### src/rtl/mul_pkg.sv
// Shared types and constants for the shift-add multiplier: FSM encoding,
// default operand width and the iteration-counter width helper.
package mul_pkg;

    localparam int DEFAULT_WIDTH = 64;

    typedef enum logic [1:0] {
        IDLE = 2'b00,
        BUSY = 2'b01,
        DONE = 2'b10
    } state_t;

    // Counter only needs to reach WIDTH-1; keep at least one bit for tiny widths.
    function automatic int count_width(input int width);
        return (width <= 2) ? 1 : $clog2(width);
    endfunction

endpackage

### src/rtl/mul_step.sv
// One radix-2 shift-add iteration: conditionally add mcand into the upper half,
// then shift the {carry, acc_h, acc_l} concatenation right by one bit.
module mul_step
    import mul_pkg::*;
#(
    parameter int WIDTH = DEFAULT_WIDTH
) (
    input  logic [WIDTH-1:0] acc_h,
    input  logic [WIDTH-1:0] acc_l,
    input  logic [WIDTH-1:0] mcand,
    output logic [WIDTH-1:0] next_h,
    output logic [WIDTH-1:0] next_l
);

    logic [WIDTH:0] sum;

    always_comb begin
        sum    = {1'b0, acc_h} + (acc_l[0] ? {1'b0, mcand} : '0);
        next_h = sum[WIDTH:1];
        next_l = {sum[0], acc_l[WIDTH-1:1]};
    end

endmodule

### src/rtl/shift_add_multiplier.sv
// Sequential unsigned WIDTH x WIDTH shift-add multiplier with a held, clearable result.
// Optional MUL_ZERO_SKIP_EN: zero operands finish in one cycle instead of WIDTH.
module shift_add_multiplier
    import mul_pkg::*;
#(
    parameter int WIDTH = DEFAULT_WIDTH
) (
    input  logic             clk,
    input  logic             reset,
    input  logic             op_start,
    input  logic             op_clear,
    input  logic [WIDTH-1:0] multiplier,
    input  logic [WIDTH-1:0] multiplicand,
    output logic             op_done,
    output logic [WIDTH-1:0] result_h,
    output logic [WIDTH-1:0] result_l
);

    localparam int CW = count_width(WIDTH);
    localparam logic [CW-1:0] LAST = CW'(WIDTH - 1);

    // Request handshake: op_start is a level sampled only in IDLE; op_clear is a
    // level that returns the block to IDLE from any state and beats op_start.
    state_t          state, state_n;
    logic [WIDTH-1:0] acc_h, acc_h_n, acc_l, acc_l_n, mcand, mcand_n;
    logic [WIDTH-1:0] res_h_n, res_l_n, step_h, step_l;
    logic [CW-1:0]   count, count_n;
    logic            done_n;

    mul_step #(.WIDTH(WIDTH)) u_step (
        .acc_h  (acc_h),
        .acc_l  (acc_l),
        .mcand  (mcand),
        .next_h (step_h),
        .next_l (step_l)
    );

    always_ff @(posedge clk) begin
        if (reset) begin
            state    <= IDLE;
            acc_h    <= '0;
            acc_l    <= '0;
            mcand    <= '0;
            count    <= '0;
            op_done  <= 1'b0;
            result_h <= '0;
            result_l <= '0;
        end else begin
            state    <= state_n;
            acc_h    <= acc_h_n;
            acc_l    <= acc_l_n;
            mcand    <= mcand_n;
            count    <= count_n;
            op_done  <= done_n;
            result_h <= res_h_n;
            result_l <= res_l_n;
        end
    end

    always_comb begin
        state_n = state;
        acc_h_n = acc_h;
        acc_l_n = acc_l;
        mcand_n = mcand;
        count_n = count;
        done_n  = op_done;
        res_h_n = result_h;
        res_l_n = result_l;
        if (op_clear) begin
            state_n = IDLE;
            acc_h_n = '0;
            acc_l_n = '0;
            mcand_n = '0;
            count_n = '0;
            done_n  = 1'b0;
            res_h_n = '0;
            res_l_n = '0;
        end else begin
            case (state)
                IDLE: begin
                    if (op_start) begin
                        acc_h_n = '0;
                        acc_l_n = multiplier;
                        mcand_n = multiplicand;
                        count_n = '0;
                        state_n = BUSY;
`ifdef MUL_ZERO_SKIP_EN
                        if (multiplier == '0 || multiplicand == '0) begin
                            state_n = DONE;
                            done_n  = 1'b1;
                            res_h_n = '0;
                            res_l_n = '0;
                        end
`endif
                    end
                end
                BUSY: begin
                    acc_h_n = step_h;
                    acc_l_n = step_l;
                    if (count == LAST) begin
                        // Publish the product on the same edge as the final step.
                        state_n = DONE;
                        done_n  = 1'b1;
                        res_h_n = step_h;
                        res_l_n = step_l;
                    end else begin
                        count_n = count + CW'(1);
                    end
                end
                DONE: begin
                    done_n = 1'b1;
                end
                default: begin
                    state_n = IDLE;
                end
            endcase
        end
    end

endmodule

### config.mk
export PLATFORM = sky130hd
export DESIGN_NAME = shift_add_multiplier
export DESIGN_NICKNAME = d
export VERILOG_FILES = /design/src/rtl/mul_pkg.sv /design/src/rtl/mul_step.sv /design/src/rtl/shift_add_multiplier.sv
export SDC_FILE = /design/constraint.sdc
export NUM_CORES = 1
export LEC_CHECK = 0
export BUFFER_PORTS_ARGS = -buffer_cell sky130_fd_sc_hd__buf_2
export CORE_UTILIZATION = 60
export DETAILED_ROUTE_END_ITERATION = 8
export PLACE_DENSITY = 0.84
export SYNTH_ARGS = -nofsm -noshare
export SYNTH_HDL_FRONTEND = slang
export SYNTH_HIERARCHICAL = 1
export SYNTH_SLANG_ARGS = --single-unit
### constraint.sdc
create_clock -name clk -period 7.65 [get_ports clk]
set_clock_uncertainty 0.2 [all_clocks]
set_input_delay 0.765 -clock clk [delete_from_list [all_inputs] [get_ports clk]]
set_output_delay 0.765 -clock clk [all_outputs]
set_load 0.05 [all_outputs]
==> flow_metrics.tcl <==
set metrics [dict create \
    status "complete, no violations" \
    vdd_drop_max_uv 129 \
    globalplace.congestion 0.942 \
    critPathTopFamily "compound AO/OA/AOI/OAI gates" \
    finalNetCount 2458 \
    fin_crit_ns 4.12 \
    die_h_um 169 \
    finalNonFillerCells 2658 \
    synth_edf_count 0 \
    core_um2 27200 \
    yosysWarningCount 6 \
    report.final.slew_viol_count 0 \
    fin_ws_ns 3.53 \
    hold_path.class "reg2reg" \
    grt_first_pass_wirelength_mm 70.5 \
    max_slew_margin 0.188 \
    synthesis.nets 2364 \
    dp_cells 2594 \
    drive_above_1_share 0.163 \
    clockRootBuffer "clkbuf_16" \
    drt-initial-drc-count 1469 \
    hold_viol_final 0 \
    numPortBuffers 260 \
    cpPeakStageDelay_ns 0.43 \
    chipWidth_um 169 \
    ys_types 71 \
    clock_path_buffers 3 \
    max_freq_mhz 243 \
    critPathLaunchType "flip-flop" \
    syn_avg_cell_area_um2 7.76 \
    grt_max_degree 117 \
    synth_top_area_share 0.392 \
    rsz0062_at_grt "false" \
    firstDrtPassIters 5 \
    setup_viol_count_final 0 \
    ant_nets 0 \
    detail_route.wl_per_cell_um 16.6 \
    path_buf_inv 1 \
    drv_cap 0 \
    insertion_delay_ns 0.53 \
    post_cts_buffers 0 \
    clock-sinks 329 \
    via_per_inst 5.81 \
    crit_top_cell "o21ai_1" \
    finalPower_mw 3.68 \
    placementRows 60 \
    gr-total-overflow 0 \
    path_clk_slew_ns 0.06 \
    synth.top_cells.by_count "nand2_1 (574), dfxtp_1 (329), a21oi_1 (269)" \
    async_reset_ff_frac 0 \
    dpl_worst_slack_ns 3.62 \
    min_period_over_period 0.539 \
    worstPathCellList "buf_4 -> and2_1 -> ha_1 -> fa_1 -> a211oi_1 -> nor3_2 -> o21ai_1 -> a2111oi_1 -> o31ai_1 -> nand2_1 -> a21oi_1 -> o21ai_1 -> xor2_1 -> a22oi_1 -> nor2_1" \
    ys_seq_area_frac 0.392 \
    yosysTopAreaCell "dfxtp_1" \
    crit_path_start "acc_l[0]$_SDFFE_PP0P_" \
    start_util 0.618 \
    die_area_um2 28700 \
    required_ns 7.82 \
    fin_tns_setup_ns 0 \
    vias 15400 \
    cp.arrival_ns 4.29 \
    crit_path_top_delay_cell "fa_1" \
    grt_pass1_vias 14300 \
    whs_ns 0.249 \
    ys_seq_elements 329 \
    mappedNetlistArea_um2 16800 \
    drc 0 \
    min_from "result_l[0]$_SDFFE_PP0P_" \
    dp_hpwl_mm 30.3 \
    cts_tree "done" \
    totalWireLength_mm 44.2 \
    cts_htree_levels 2 \
    area_delta_synth_final_pct 10.8 \
    grt_usage 0.299 \
    antenna_found_initial 2 \
    tightest_slew_ns 1.22 \
    p_leak_nw 7.65 \
    r2r-start "acc_l[0]$_SDFFE_PP0P_" \
    postPlaceCellArea_um2 17400 \
    final_util 0.685 \
    worstSetupPathType "reg2reg" \
    numCtsBuffers 36 \
    synthTopCellsByArea "dfxtp_1 (39%), nand2_1 (13%), a21oi_1 (8.0%), ha_1 (4.8%), nor2_1 (3.9%)" \
    ys.flop_type "dfxtp_1" \
    syn_inst 2166 \
    finalInstanceArea_um2 18600 \
    holdBufCountCts 0 \
    powerDensity_nw_per_um2 198 \
    crit_path_end_kind "flip-flop" \
    cp_max_fo 65 \
    synth.most_common_cell "nand2_1" \
    cts_resized 0 \
    io_pins 261 \
]
-- power breakdown --
group	internal, mW	switching (mW)	total [mW]
combinational	0.0625	0.132	0.194
clock	1.03	0.696	1.72
sequential	1.74	0.0202	1.76
total	2.83	0.848	3.68
-- final timing paths --
path / slack (ns) / to / cells after the start
setup reg to reg: 3.53 / acc_h[57]$_SDFFE_PP0P_ / 15
setup / recovery: 3.53 / acc_h[57]$_SDFFE_PP0P_ / 15
hold reg to reg: 0.25 / result_l[0]$_SDFFE_PP0P_ / 2
hold / removal: 0.25 / result_l[0]$_SDFFE_PP0P_ / 2
-- cells by family after synthesis --
family	share of synthesized area
xor+xnor	0.0323
buf+inv	0.0792
compound gates	0.211
fa+ha+maj	0.0496
mux	0.000670
flops	0.392
simple gates	0.235
-- cell type report --
type                            instances  area (µm²)
Antenna cell                            1        2.50
Multi-Input combinational cell       1604        8920
Sequential cell                       329        6590
Clock buffer                           52        1050
Timing Repair Buffer                  273        1400
Inverter                               16        60.1
Tap cell                              372         465
Clock inverter                         11         131
Fill cell                            2288        8560
-- layout by cell type, fill, tap and decap left out, drive strengths merged, types with 8 or more instances in the layout --
cell	count
nand2	574
dfxtp	329
a21oi	274
buf	273
nor2	175
and2	69
a22oi	65
ha	65
a311oi	64
clkbuf	52
o21ai	42
xnor2	36
nand4	28
xor2	26
a21o	26
nor3	26
nand3	20
inv	18
o21bai	15
o21a	10
nor2b	10
a211oi	8
-- worst reg2reg max path, cell delays in order (launching register included) --
cell,delay [ns]
dfxtp_1,0.30
buf_4,0.27
and2_1,0.27
ha_1,0.21
fa_1,0.43
a211oi_1,0.34
nor3_2,0.11
o21ai_1,0.24
a2111oi_1,0.14
o31ai_1,0.43
nand2_1,0.16
a21oi_1,0.33
o21ai_1,0.14
xor2_1,0.17
a22oi_1,0.18
nor2_1,0.06
-- state kept, by name, summed over array words and instances, names as in the netlist --
signal    flops
acc_h        64
acc_l        64
mcand        64
result_h     64
result_l     64
count         6
state         2
op_done       1
-- layer usage --
metal | vias to the layer above | routed length (µm) | global-route usage
met1 | 7197 | 18900 | 0.385
met4 | 2 | 1550 | 0.125
li1 | 7526 | - | -
met5 | - | 13 | 0
met2 | 599 | 20900 | 0.507
met3 | 109 | 2870 | 0.0366
Note: power is estimated with default switching activity, not from simulation.
